`src/rtl/uart_byte_receiver_if.sv`:
```
// uart_byte_receiver_if
//   Byte stream carrying received UART bytes from the receiver to the consumer.
//   data_out        received byte (head of the receive buffer)
//   data_out_valid  data_out holds an unconsumed byte
//   data_out_ready  consumer takes data_out when valid && ready at a rising clock edge
//   modport master: byte producer (receiver); modport slave: byte consumer.
interface uart_byte_receiver_if;
   logic [7:0] data_out;
   logic       data_out_valid;
   logic       data_out_ready;

   modport master (output data_out, output data_out_valid, input data_out_ready);
   modport slave  (input data_out, input data_out_valid, output data_out_ready);
endinterface

```
`src/rtl/uart_byte_receiver.sv`:
```
// uart_byte_receiver
//   Oversampling 8N1 UART receiver (LSB first). Recovered bytes are buffered and
//   offered on a valid/ready byte stream. Framing errors and overruns are reported
//   as single-cycle pulses.
// Ports
//   clock          system clock, rising edge
//   reset          asynchronous, active-low
//   uart_receive   raw serial line, idle high, asynchronous to clock
//   byte_stream    uart_byte_receiver_if.master: data_out / data_out_valid / data_out_ready
//   framing_error  1-cycle pulse, stop bit sampled low
//   overrun        1-cycle pulse, completed byte dropped because the buffer was full
//   busy           high whenever the receive FSM is not in IDLE
// Configuration
//   UART_RX_FIFO_EN  defined: FIFO_DEPTH-entry first-word-fall-through FIFO.
//                    undefined: single holding register, FIFO_DEPTH unused.
module uart_byte_receiver #(
   parameter int CLOCK_FREQUENCY = 100,
   parameter int BAUD_RATE       = 10,
   parameter int FIFO_DEPTH      = 16
) (
   input  logic                        clock,
   input  logic                        reset,
   input  logic                        uart_receive,
   uart_byte_receiver_if.master        byte_stream,
   output logic                        framing_error,
   output logic                        overrun,
   output logic                        busy
);

   localparam int CYCLES_PER_BIT = CLOCK_FREQUENCY / BAUD_RATE;
   localparam int HALF           = CYCLES_PER_BIT / 2;
   localparam int CW             = $clog2(CYCLES_PER_BIT);
   localparam logic [CW-1:0] HALF_M1 = CW'(HALF - 1);
   localparam logic [CW-1:0] BIT_M1  = CW'(CYCLES_PER_BIT - 1);

   generate
      if (CYCLES_PER_BIT < 4) begin : g_bad_rate
         $error("uart_byte_receiver: CLOCK_FREQUENCY/BAUD_RATE must be at least 4");
      end
   endgenerate

   typedef enum logic [2:0] {WAIT_IDLE, IDLE, START, DATA, STOP} state_t;

   state_t        state;
   logic [CW-1:0] cnt;
   logic [2:0]    bit_idx;
   logic [7:0]    shreg;
   logic [1:0]    rx_pipe;   // [0] metastable stage, [1] synchronized line
   logic          rx;
   logic          push_now;
   logic          pop;
   logic          full;

   assign rx = rx_pipe[1];

   // Reset to idle-high so a reset never fakes a start edge.
   always_ff @(posedge clock or negedge reset) begin
      if (!reset) rx_pipe <= 2'b11;
      else        rx_pipe <= {rx_pipe[0], uart_receive};
   end

   always_ff @(posedge clock or negedge reset) begin
      if (!reset) begin
         state         <= WAIT_IDLE;
         cnt           <= '0;
         bit_idx       <= '0;
         shreg         <= '0;
         framing_error <= 1'b0;
         busy          <= 1'b0;
      end else begin
         framing_error <= 1'b0;
         case (state)
            // A line held low (break, or reset released mid-frame) must go high
            // before a new start bit is trusted.
            WAIT_IDLE: begin
               if (rx) begin
                  state <= IDLE;
                  busy  <= 1'b0;
               end else begin
                  busy  <= 1'b1;
               end
            end
            IDLE: begin
               busy <= 1'b0;
               if (!rx) begin
                  state <= START;
                  cnt   <= '0;
                  busy  <= 1'b1;
               end
            end
            // Re-check the line at mid start bit to reject glitches.
            START: begin
               if (cnt == HALF_M1) begin
                  cnt <= '0;
                  if (!rx) begin
                     state   <= DATA;
                     bit_idx <= '0;
                  end else begin
                     state <= IDLE;
                     busy  <= 1'b0;
                  end
               end else begin
                  cnt <= cnt + 1'b1;
               end
            end
            DATA: begin
               if (cnt == BIT_M1) begin
                  cnt            <= '0;
                  shreg[bit_idx] <= rx;
                  if (bit_idx == 3'd7) state   <= STOP;
                  else                 bit_idx <= bit_idx + 1'b1;
               end else begin
                  cnt <= cnt + 1'b1;
               end
            end
            // Leaving at mid stop bit lets a following start edge be caught
            // with only one stop bit between frames.
            STOP: begin
               if (cnt == BIT_M1) begin
                  cnt <= '0;
                  if (rx) begin
                     state <= IDLE;
                     busy  <= 1'b0;
                  end else begin
                     state         <= WAIT_IDLE;
                     framing_error <= 1'b1;
                  end
               end else begin
                  cnt <= cnt + 1'b1;
               end
            end
            default: begin
               state <= WAIT_IDLE;
               busy  <= 1'b1;
            end
         endcase
      end
   end

   // Good stop bit sampled this cycle: the byte in shreg is complete.
   assign push_now = (state == STOP) && (cnt == BIT_M1) && rx;
   assign pop      = byte_stream.data_out_valid && byte_stream.data_out_ready;

`ifdef UART_RX_FIFO_EN
   localparam int AW = $clog2(FIFO_DEPTH);

   logic [7:0] mem [FIFO_DEPTH];
   logic [AW:0] wr_ptr, rd_ptr;   // extra MSB distinguishes full from empty

   assign byte_stream.data_out       = mem[rd_ptr[AW-1:0]];
   assign byte_stream.data_out_valid = (wr_ptr != rd_ptr);
   assign full = (wr_ptr[AW] != rd_ptr[AW]) && (wr_ptr[AW-1:0] == rd_ptr[AW-1:0]);

   // When full with a pop, the write slot is the head being consumed this edge.
   always_ff @(posedge clock or negedge reset) begin
      if (!reset) begin
         for (int i = 0; i < FIFO_DEPTH; i++) mem[i] <= '0;
         wr_ptr <= '0;
         rd_ptr <= '0;
      end else begin
         if (push_now && (!full || pop)) begin
            mem[wr_ptr[AW-1:0]] <= shreg;
            wr_ptr              <= wr_ptr + 1'b1;
         end
         if (pop) rd_ptr <= rd_ptr + 1'b1;
      end
   end
`else
   // Depth is fixed at one in this build.
   localparam int unused_fifo_depth = FIFO_DEPTH;

   logic [7:0] hold_data;
   logic       hold_valid;

   assign byte_stream.data_out       = hold_data;
   assign byte_stream.data_out_valid = hold_valid;
   assign full                       = hold_valid;

   always_ff @(posedge clock or negedge reset) begin
      if (!reset) begin
         hold_data  <= '0;
         hold_valid <= 1'b0;
      end else if (push_now && (!full || pop)) begin
         hold_data  <= shreg;
         hold_valid <= 1'b1;
      end else if (pop) begin
         hold_valid <= 1'b0;
      end
   end
`endif

   always_ff @(posedge clock or negedge reset) begin
      if (!reset) overrun <= 1'b0;
      else        overrun <= push_now && full && !pop;
   end

endmodule

```
`src/flat_wrapper.sv`:
```
// flat-port wrapper written by rule: the top's interface ports become plain ports
module uart_byte_receiver_flat 
#(
   parameter int CLOCK_FREQUENCY = 100,
   parameter int BAUD_RATE       = 10,
   parameter int FIFO_DEPTH      = 16
)
  (clock, reset, uart_receive, framing_error, overrun, busy, byte_stream_data_out, byte_stream_data_out_valid, byte_stream_data_out_ready);
  uart_byte_receiver_if byte_stream_i ();
  input  logic clock;
  input  logic reset;
  input  logic uart_receive;
  output logic framing_error;
  output logic overrun;
  output logic busy;
  output wire logic [$bits(byte_stream_i.data_out)-1:0] byte_stream_data_out;
  output wire logic [$bits(byte_stream_i.data_out_valid)-1:0] byte_stream_data_out_valid;
  input wire logic [$bits(byte_stream_i.data_out_ready)-1:0] byte_stream_data_out_ready;
  assign byte_stream_data_out = byte_stream_i.data_out;
  assign byte_stream_data_out_valid = byte_stream_i.data_out_valid;
  assign byte_stream_i.data_out_ready = byte_stream_data_out_ready;
  uart_byte_receiver #(.CLOCK_FREQUENCY(CLOCK_FREQUENCY), .BAUD_RATE(BAUD_RATE), .FIFO_DEPTH(FIFO_DEPTH)) u_core (.clock(clock), .reset(reset), .uart_receive(uart_receive), .byte_stream(byte_stream_i), .framing_error(framing_error), .overrun(overrun), .busy(busy));
endmodule
```
`config.mk`:
```
export PLATFORM = sky130hd
export DESIGN_NAME = uart_byte_receiver_flat
export DESIGN_NICKNAME = d
export VERILOG_FILES = /design/src/rtl/uart_byte_receiver_if.sv /design/src/rtl/uart_byte_receiver.sv /design/src/flat_wrapper.sv
export SDC_FILE = /design/constraint.sdc
export NUM_CORES = 1
export LEC_CHECK = 0
export CAP_MARGIN = 0
export CELL_PAD_IN_SITES_DETAIL_PLACEMENT = 1
export CELL_PAD_IN_SITES_GLOBAL_PLACEMENT = 2
export CORE_ASPECT_RATIO = 0.75
export CORE_UTILIZATION = 33
export DETAILED_ROUTE_END_ITERATION = 10
export HOLD_SLACK_MARGIN = 0.15
export PLACE_DENSITY_LB_ADDON = 0.08
export SLEW_MARGIN = 10
export SYNTH_ARGS = -nofsm -noshare
export SYNTH_HDL_FRONTEND = slang
export SYNTH_SLANG_ARGS = --single-unit
```
`constraint.sdc`:
```
create_clock -name clock -period 1.7 [get_ports clock]
set_input_delay 0.425 -clock clock [delete_from_list [all_inputs] [get_ports clock]]
set_output_delay 0.425 -clock clock [all_outputs]
set_load 0.1 [all_outputs]
```
# Word-level counts from Yosys, hierarchy flattened
# Cells that the tools add are included.
# W data, S select, Z words.
dict set report totals {
  register_bits 32
  latchBits 0
  mem_bits_rw 0
  rom_bits 0
  input_bits 4
  out_inout_bits 12
  elab_cells 81
  memories 0
}
dict set report classes {
  n_addsub 2
  n_mul 0
  div_mod_pow 0
  order_cmp 2
  eq_ne 15
  shift 0
  muxes 30
  bitwise_logic 1
  n_reduce_logical 21
}
# cell count
set ops {}
lappend ops {{$mux W3} 10}
lappend ops {{$pmux W3 S5} 1}
lappend ops {{$mux W4} 3}
lappend ops {{$pmux W4 S3} 1}
lappend ops {{$mux W1} 10}
lappend ops {{$ne A2 B1 Y1 const B} 5}
lappend ops {{$bwmux W8} 1}
lappend ops {{$logic_and A1 B1 Y1} 7}
lappend ops {{$eq A3 B2 Y1 const B} 2}
lappend ops {{$eq A3 B3 Y1 const B} 2}
lappend ops {{$ne A2 B2 Y1 const B} 3}
lappend ops {{$pmux W3 S2} 1}
lappend ops {{$reduce_and A6 Y1} 1}
lappend ops {{$reduce_and A5 Y1} 1}
lappend ops {{$add A4 B1 Y4 const B} 1}
lappend ops {{$eq A4 B3 Y1 const B} 1}
lappend ops {{$eq A4 B4 Y1 const B} 1}
lappend ops {{$lt A3 B4 Y1 const B} 1}
lappend ops {{$pmux W1 S4} 1}
lappend ops {{$reduce_and A2 Y1} 2}
lappend ops {{$reduce_bool A2 Y1} 2}
lappend ops {{$reduce_or A2 Y1} 2}
lappend ops {{$add A3 B1 Y3 const B} 1}
lappend ops {{$demux W1 S3} 1}
lappend ops {{other kinds (9)} 10}

# Depth between registers and ports, before layout
# Gate-level depths: netlist of the first run.
dict set report depth {
  ltp_word 5
  depth_mapped 7
  depth_no_buf 6
}

# Worst setup path after synthesis of the first run
# Ideal clock, no wire load.
dict set report synth_path {
  kind {register -> register}
  start {register u_core.hold_valid (netlist: u_core.byte_stream.data_out_valid)}
  end {register u_core.hold_data[0] (netlist: u_core.byte_stream.data_out[0])}
  setup_ns 0.126
  arrival_time_ns 1.729
  t_required_ns 1.574
  path_slack_ns -0.155
  stages_incl_launch_ff 4
  n_path_buf 0
  period_less_slack_ns 1.855
  cell_sequence {dfrtp_1 > nand2b_1 > nand4_1 > mux2_2}
}
dict set report synth_between {
  elab_chain_cells 3
  word_cells_on_any_way 4
  classes_between {4 x reduce/logical}
}
# item line
set synth_rtl {}
lappend synth_rtl {{start: declaration} uart_byte_receiver.sv:173} ;# logic hold_valid;
lappend synth_rtl {{start signal: assignment} uart_byte_receiver.sv:182} ;# hold_valid <= 1'b0;
lappend synth_rtl {{start signal: assignment} uart_byte_receiver.sv:185} ;# hold_valid <= 1'b1;
lappend synth_rtl {{start signal: assignment} uart_byte_receiver.sv:187} ;# hold_valid <= 1'b0;
lappend synth_rtl {{$logic_not A1 Y1 or $logic_and A1 B1 Y1 (tied branches)} {uart_byte_receiver.sv:183, uart_byte_receiver.sv:142}}
lappend synth_rtl {{$logic_or A1 B1 Y1 (*)} uart_byte_receiver.sv:183} ;# end else if (push_now && (!full || pop)) begin
lappend synth_rtl {{$logic_and A1 B1 Y1 (*)} uart_byte_receiver.sv:183}
lappend synth_rtl {{end signal: assignment} uart_byte_receiver.sv:184} ;# hold_data <= shreg;
lappend synth_rtl {{end: declaration} uart_byte_receiver.sv:172} ;# logic [7:0] hold_data;
# Mark *: on every way between the ends. The rest lies on a longest branch, timed or not.
# A chain may end at the register's enable or synchronous reset.

# Worst setup path after layout of the first run
dict set report layout_path {
  start {register u_core.cnt[1]}
  end {register u_core.shreg[3]}
}
dict set report layout_between {
  elab_chain_cells 2
}
# item line
set layout_rtl {}
lappend layout_rtl {{start: declaration} uart_byte_receiver.sv:45} ;# logic [CW-1:0] cnt;
lappend layout_rtl {{start signal: assignment} uart_byte_receiver.sv:103} ;# cnt <= cnt + 1'b1;
lappend layout_rtl {{start signal: assignment} uart_byte_receiver.sv:113} ;# cnt <= cnt + 1'b1;
lappend layout_rtl {{start signal: assignment} uart_byte_receiver.sv:129} ;# cnt <= cnt + 1'b1;
lappend layout_rtl {{$eq A4 B4 Y1} uart_byte_receiver.sv:107} ;# if (cnt == BIT_M1) begin
lappend layout_rtl {{$reduce_and A2 Y1 (no source line)} --}
lappend layout_rtl {{end signal: indexed assignment} uart_byte_receiver.sv:109} ;# shreg[bit_idx] <= rx;
lappend layout_rtl {{end: declaration} uart_byte_receiver.sv:47} ;# logic [7:0] shreg;
# No other way between the ends.

==> results of run 1 <==
-- synth_stat cells (2+ instances only) --
| cell type | count | area share, % |
|---|---|---|
| a21oi_1 | 6 | 1.9 |
| a22oi_1 | 2 | 0.96 |
| a31oi_1 | 2 | 0.80 |
| and3b_1 | 2 | 1.1 |
| buf_2 | 3 | 0.96 |
| clkbuf_1 | 3 | 0.72 |
| dfrtp_1 | 30 | 48 |
| dfstp_2 | 2 | 3.4 |
| ha_1 | 5 | 4.0 |
| inv_1 | 3 | 0.72 |
| mux2_1 | 2 | 1.4 |
| mux2_2 | 15 | 11 |
| nand2_1 | 6 | 1.4 |
| nand2b_1 | 4 | 1.6 |
| nand3_1 | 4 | 1.3 |
| nand3b_1 | 3 | 1.4 |
| nand4_1 | 2 | 0.80 |
| nor2_1 | 8 | 1.9 |
| nor3_1 | 3 | 0.96 |
| o21ai_0 | 3 | 0.96 |
| o2bb2ai_1 | 4 | 2.2 |
| or3_1 | 2 | 0.80 |
-- repair_timing --
action / in CTS / in global routing
pin swaps: 1 / 3
hold endpoints to repair: 0 / 0
setup endpoints to repair: 5 / 13
resized for setup: 6 / 14
setup buffers: 0 / 2
-- power groups by stage --
stage	sequential (mW)	clock, mW	combinational, mW
6_report	1.02	0.599	0.949
5_1_grt	1.04	0.646	1.04
4_1_cts	0.995	0.613	0.864
3_5_place_dp	1.01	0	0.830
3_3_place_gp	1.00	0	0.797
2_1_floorplan	1.01	0	0.509
-- logic make-up after synthesis --
family	after synthesis
flip-flops	32
multiplexers	18
AO/OA/AOI/OAI	26
buffers and inverters	11
AND/OR/NAND/NOR	43
adder cells (fa/ha/maj)	5
-- critical path, delay by kind of cell (launching register included) --
family,cells,cell delay (ps)
mux,1,300
simple gates,2,520
fa+ha+maj,1,140
buf+inv,2,270
flops,1,390
-- layout make-up --
type	instances	area (sq um)	area share, %
clock buffers	8	90.1	4.11
inverters	3	11.3	0.514
multi-input cells	92	774	35.4
flip-flops and latches	32	806	36.8
well taps	57	71.3	3.26
repair buffers	34	438	20.0
-- layer usage --
layer,wire length [microns],part of all wire [%]
met4,28,0.75
met5,0,0
met3,112,3.0
met2,1670,45
met1,1900,51
-- path summary, 6_finish.rpt --
| kind | endpoint | slack [ps] |
|---|---|---|
| worst max register to register | u_core.shreg[3]$_DFFE_PN0P_ | -30 |
| worst max-delay path | u_core.shreg[3]$_DFFE_PN0P_ | -30 |
| worst min-delay path | u_core.rx_pipe[1]$_DFF_PN1_ | 360 |
| worst min register to register | u_core.rx_pipe[1]$_DFF_PN1_ | 360 |
| max in group asynchronous | u_core.rx_pipe[1]$_DFF_PN1_ | 950 |
| min in group asynchronous | u_core.state[1]$_DFFE_PN0P_ | 510 |
-- state kept, by name, summed over array words and instances (netlist names) --
name,count
u_core.overrun,1
u_core.rx_pipe,2
u_core.framing_error,1
u_core.state,3
u_core.byte_stream.data_out_valid,1
u_core.busy,1
u_core.bit_idx,3
u_core.byte_stream.data_out,8
u_core.cnt,4
u_core.shreg,8
-- through the flow --
stage,setup slack (ps),hold WS (ps),area (sq um),instances
4_1_cts,-5.88,360,2120,224
3_5_place_dp,-69.9,349,2010,216
2_1_floorplan,12.5,129,1560,135
5_1_grt,-84.0,365,2190,226
3_3_place_gp,-61.3,349,2010,216
6_report,-29.7,359,2190,226
==> impl_metrics.py, run 1 <==
metrics = {
    "outcome": {
        "status": "finished with violations",
        "violations": "negative setup slack",
    },
    "yosys": {
        "ys.flop_type": "dfrtp_1",
        "yosys_register_bits": 32,
        "yosys_warnings": 0,
        "syn-cell-area_sq_um": 1560,
        "synthAdderAreaFrac_pct": 4.01,
        "muxShareOfSynthArea_pct": 12.9,
        "synth_top_family_by_area": "simple AND/OR/NAND/NOR gates",
        "ys_seq_area_share_pct": 51.5,
        "synth_edf_count": 0,
        "synthCells": 135,
        "synth.avg_cell_area_sq_um": 11.5,
        "synth_xor_xnor_area_share_pct": 0,
        "synth_compound_area_share_pct": 11.6,
        "syn_nets": 144,
        "synth-simple-area-share_pct": 16.3,
        "synthArstFlopShare_pct": 100,
        "synth.distinct_cells": 43,
    },
    "placed_design": {
        "gp_congestion": 0.715,
        "io_buffers": 15,
        "hpwlAfterDp_microns": 2640,
    },
    "global_routing": {
        "use_met2_pct": 24.9,
        "grt_max_degree": 33,
        "busiest_layer": "met2",
        "grt-ovfl-total": 0,
        "grt_util_met1_pct": 23.5,
        "antenna_found_initial": 0,
        "grtUsageMet3_pct": 4.89,
        "grt_pass1_vias": 1167,
        "grt_pass1_wl_microns": 6000,
        "track_usage_pct": 16.9,
    },
    "cts": {
        "clkSlewWorstSetupHoldPaths_ps": 60,
        "cts_sinks": 32,
        "cts_max_level": 2,
        "cts_tree": "built",
        "clock_latency_ps": 280,
        "cts_buffer_depth": 2,
        "cts_hold_buf": 0,
        "root_buffer": "clkbuf_8",
        "cts_buffers": 5,
    },
    "worst_hold_path": {
        "holdCritStartpoint": "u_core.rx_pipe[0]$_DFF_PN1_",
        "hold_class": "flop to flop",
        "min_path_cells": 0,
    },
    "floorplan": {
        "start_util_pct": 34.7,
        "die_area_sq_um": 5010,
        "num_io_pins": 16,
        "core_area_sq_um": 4490,
        "die_h_microns": 61.5,
        "fp-row-count": 21,
        "die_w_microns": 81.4,
    },
    "setup_path": {
        "r2r_start": "u_core.cnt[1]$_DFFE_PN0P_",
        "end_kind": "flop",
        "timing.critical_path.slowest_stage_cell": "dfrtp_1",
        "startpoint_type": "flop",
        "critPathMaxStageDelay_ps": 390,
        "cp_max_fo": 3,
        "worst_ep_required_time_ps": 1870,
        "reg2reg_depth": 6,
        "cp_cell_sequence": "inv_2, ha_4, nand3b_1, buf_4, or3_4, mux2_4",
        "crit_arrival_ps": 1900,
        "path_class": "flop to flop",
        "startpoint": "u_core.cnt[1]$_DFFE_PN0P_",
    },
    "sta": {
        "slew_headroom_pct": 78.1,
        "fmax_mhz": 578,
        "hold_viol": 0,
        "rsz0062_at_grt": "yes",
        "slew_violations": 0,
        "setup_tns_ps": -29.7,
        "min_period_ps": 1730,
        "fin_crit_sh_pct": 102,
        "setup_viol": 1,
        "finalClockSkew_ps": 4.48,
        "setup_slack_ps": -29.7,
        "tightest_slew_ps": 324,
    },
    "job": {
        "drv_cap": 0,
    },
    "drt": {
        "num_vias": 1159,
        "firstDrtPassIters": 4,
        "drtIter0Drc": 33,
        "drcViolationCount": 0,
        "viasPerCell": 5.13,
        "antenna_left": 0,
        "wirelength_microns": 3710,
        "wl_per_cell_microns": 16.4,
    },
    "power_and_ir_drop": {
        "power_frac_clock_pct": 23.4,
        "ir_drop_v": 0.000532,
        "p_leak_nw": 1.02,
        "p_comb_share_pct": 37.0,
        "swShare_pct": 34.6,
        "p_switching_mw": 0.887,
        "p_total_mw": 2.56,
        "power_density_nw_per_um2": 1170,
        "p_seq_share_pct": 39.6,
        "p_int_mw": 1.68,
    },
    "finish": {
        "fin_nets": 177,
        "fillers": 476,
        "synthToLayoutAreaGrowth_pct": 40.5,
        "final_common_cell": "dfrtp_1",
        "drive_gt1_share_pct": 46.2,
        "layout_common_cells": "dfrtp_1, buf_4, mux2_2, buf_12",
        "fin_util_pct": 48.8,
        "antenna_cells": 0,
    },
}
No activity file was read; power rests on OpenSTA's default activity.
==> inputs of run 2 (changes only) <==
- ABC_AREA: default -> 0
- CORE_UTILIZATION: 33 -> 37
- clock period: 1.7 -> 1.9 ns (I/O delays scaled with it)
==> run 2 against run 1 <==
The run now ends clean. Highest routed layer unchanged. Worst hold slack about the same. Combinational power decreased by 28%. Largest cell class unchanged. Clock power decreased by 15%. Fmax decreased by 5.8%.
==> impl_metrics.py, run 2 (synthesis gave the netlist of run 1 again) <==
metrics = {
    "outcome": {
        "status": "finished clean",
    },
    "sta": {
        "slew_headroom_pct": 72.9,
        "fmax_mhz": 545,
        "setup_viol": 0,
        "min_period_ps": 1840,
        "fin_crit_sh_pct": 96.6,
        "finalClockSkew_ps": 4.83,
        "tightest_slew_ps": 407,
        "hold_viol": 0,
        "slew_violations": 0,
        "rsz0062_at_grt": "yes",
    },
    "global_routing": {
        "track_usage_pct": 17.7,
        "grt_max_degree": 33,
        "grt_pass1_vias": 1173,
        "antenna_found_initial": 0,
        "grt-ovfl-total": 0,
        "grt_pass1_wl_microns": 5860,
    },
    "cts": {
        "cts_sinks": 32,
        "cts_buffer_depth": 2,
        "clock_latency_ps": 280,
        "cts_tree": "built",
        "root_buffer": "clkbuf_8",
        "clkSlewWorstSetupHoldPaths_ps": 70,
        "cts_max_level": 2,
        "cts_hold_buf": 0,
        "cts_buffers": 5,
    },
    "setup_path": {
        "path_class": "flop to flop",
        "r2r-end": "u_core.shreg[4]$_DFFE_PN0P_",
        "r2r_start": "u_core.cnt[1]$_DFFE_PN0P_",
        "end_kind": "flop",
        "reg2reg_depth": 6,
        "cp_max_fo": 6,
        "startpoint": "u_core.cnt[1]$_DFFE_PN0P_",
        "crit_arrival_ps": 2010,
        "r2r_slack_ps": 60,
        "worst_ep_required_time_ps": 2070,
        "startpoint_type": "flop",
        "worstSetupEndpoint": "u_core.shreg[4]$_DFFE_PN0P_",
    },
    "worst_hold_path": {
        "min_path_cells": 0,
        "hold_class": "flop to flop",
    },
    "floorplan": {
        "fp-row-count": 20,
        "start_util_pct": 38.5,
        "die_w_microns": 77.0,
        "die_area_sq_um": 4480,
        "num_io_pins": 16,
        "die_h_microns": 58.2,
        "core_area_sq_um": 4050,
    },
    "finish": {
        "fin_nets": 168,
        "antenna_cells": 0,
        "drive_gt1_share_pct": 34.4,
        "synthToLayoutAreaGrowth_pct": 29.8,
        "layout_common_cells": "dfrtp_1, mux2_2, buf_12, buf_4, nor2_1",
        "fin_util_pct": 49.9,
        "final_common_cell": "dfrtp_1",
    },
    "placed_design": {
        "gp_congestion": 0.735,
        "io_buffers": 15,
        "hpwlAfterDp_microns": 2550,
    },
    "power_and_ir_drop": {
        "power_density_nw_per_um2": 1030,
        "p_leak_nw": 0.944,
        "ir_drop_v": 0.000667,
        "p_total_mw": 2.08,
    },
    "drt": {
        "drtIter0Drc": 79,
        "num_vias": 1124,
        "drcViolationCount": 0,
        "firstDrtPassIters": 6,
        "viasPerCell": 5.23,
        "wl_per_cell_microns": 16.0,
        "wirelength_microns": 3440,
        "antenna_left": 0,
    },
    "job": {
        "drv_cap": 0,
    },
}
==> run 2: layer usage <==
metal	up-vias	GRT usage [%]	wire, microns
met4	0	5.77	27
met5	-	0	0
met2	16	27.4	1600
met1	563	24.1	1720
li1	541	-	-
met3	4	4.72	103
==> run 2: timing repair <==
item,4_1_cts,5_1_grt
cloned,0,0
gates resized for setup,1,1
hold endpoints to repair,0,0
setup buffers,2,0
pin swaps,1,0
endpoints found under the setup margin,9,2
==> run 2: report_power, final <==
| group | internal [mW] | leakage, nW | switching (mW) |
|---|---|---|---|
| combinational | 0.301 | 0.482 | 0.380 |
| sequential | 0.792 | 0.414 | 0.0968 |
| clock | 0.255 | 0.0479 | 0.254 |
| total | 1.35 | 0.944 | 0.731 |
==> run 2: critical path, cell delays in order, from the launching register on <==
cell     delay (ps)
dfrtp_1         380
inv_1            90
ha_1            190
and3b_2         280
nand2_1         140
nor4_2          270
mux2_2          370
==> run 2: final cells by class <==
type / instances / area (sq um)
clock buffer: 5 / 68.8
clock inverter: 3 / 18.8
fill: 450 / 2030
inverter: 3 / 11.3
multi-input combinational: 92 / 707
sequential: 32 / 803
tap: 55 / 68.8
timing repair buffer: 25 / 345
==> run 2: metrics by stage <==
step | setup TNS (ps) | instances | instance area [sq um] | setup slack [ps] | hold WS, ps
2_1_floorplan | 0 | 135 | 1560 | 44.7 | 179
3_3_place_gp | -539 | 205 | 1910 | -68.2 | 353
3_5_place_dp | -984 | 205 | 1910 | -135 | 351
4_1_cts | 0 | 215 | 2020 | 39.7 | 362
5_1_grt | -16.0 | 215 | 2020 | -8.81 | 366
6_report | 0 | 215 | 2020 | 64.2 | 359
==> run 2: worst min-delay path by stage <==
stage / endpoint / from / slack [ps]
2_1_floorplan: u_core.bit_idx[0]$_DFFE_PN0P_ / reset / 180
3_3_place_gp: u_core.rx_pipe[1]$_DFF_PN1_ / u_core.rx_pipe[0]$_DFF_PN1_ / 350
3_5_place_dp: u_core.rx_pipe[1]$_DFF_PN1_ / u_core.rx_pipe[0]$_DFF_PN1_ / 350
4_1_cts: u_core.rx_pipe[1]$_DFF_PN1_ / u_core.rx_pipe[0]$_DFF_PN1_ / 360
5_1_grt: u_core.rx_pipe[1]$_DFF_PN1_ / u_core.rx_pipe[0]$_DFF_PN1_ / 370
6_report: u_core.rx_pipe[1]$_DFF_PN1_ / u_core.rx_pipe[0]$_DFF_PN1_ / 360
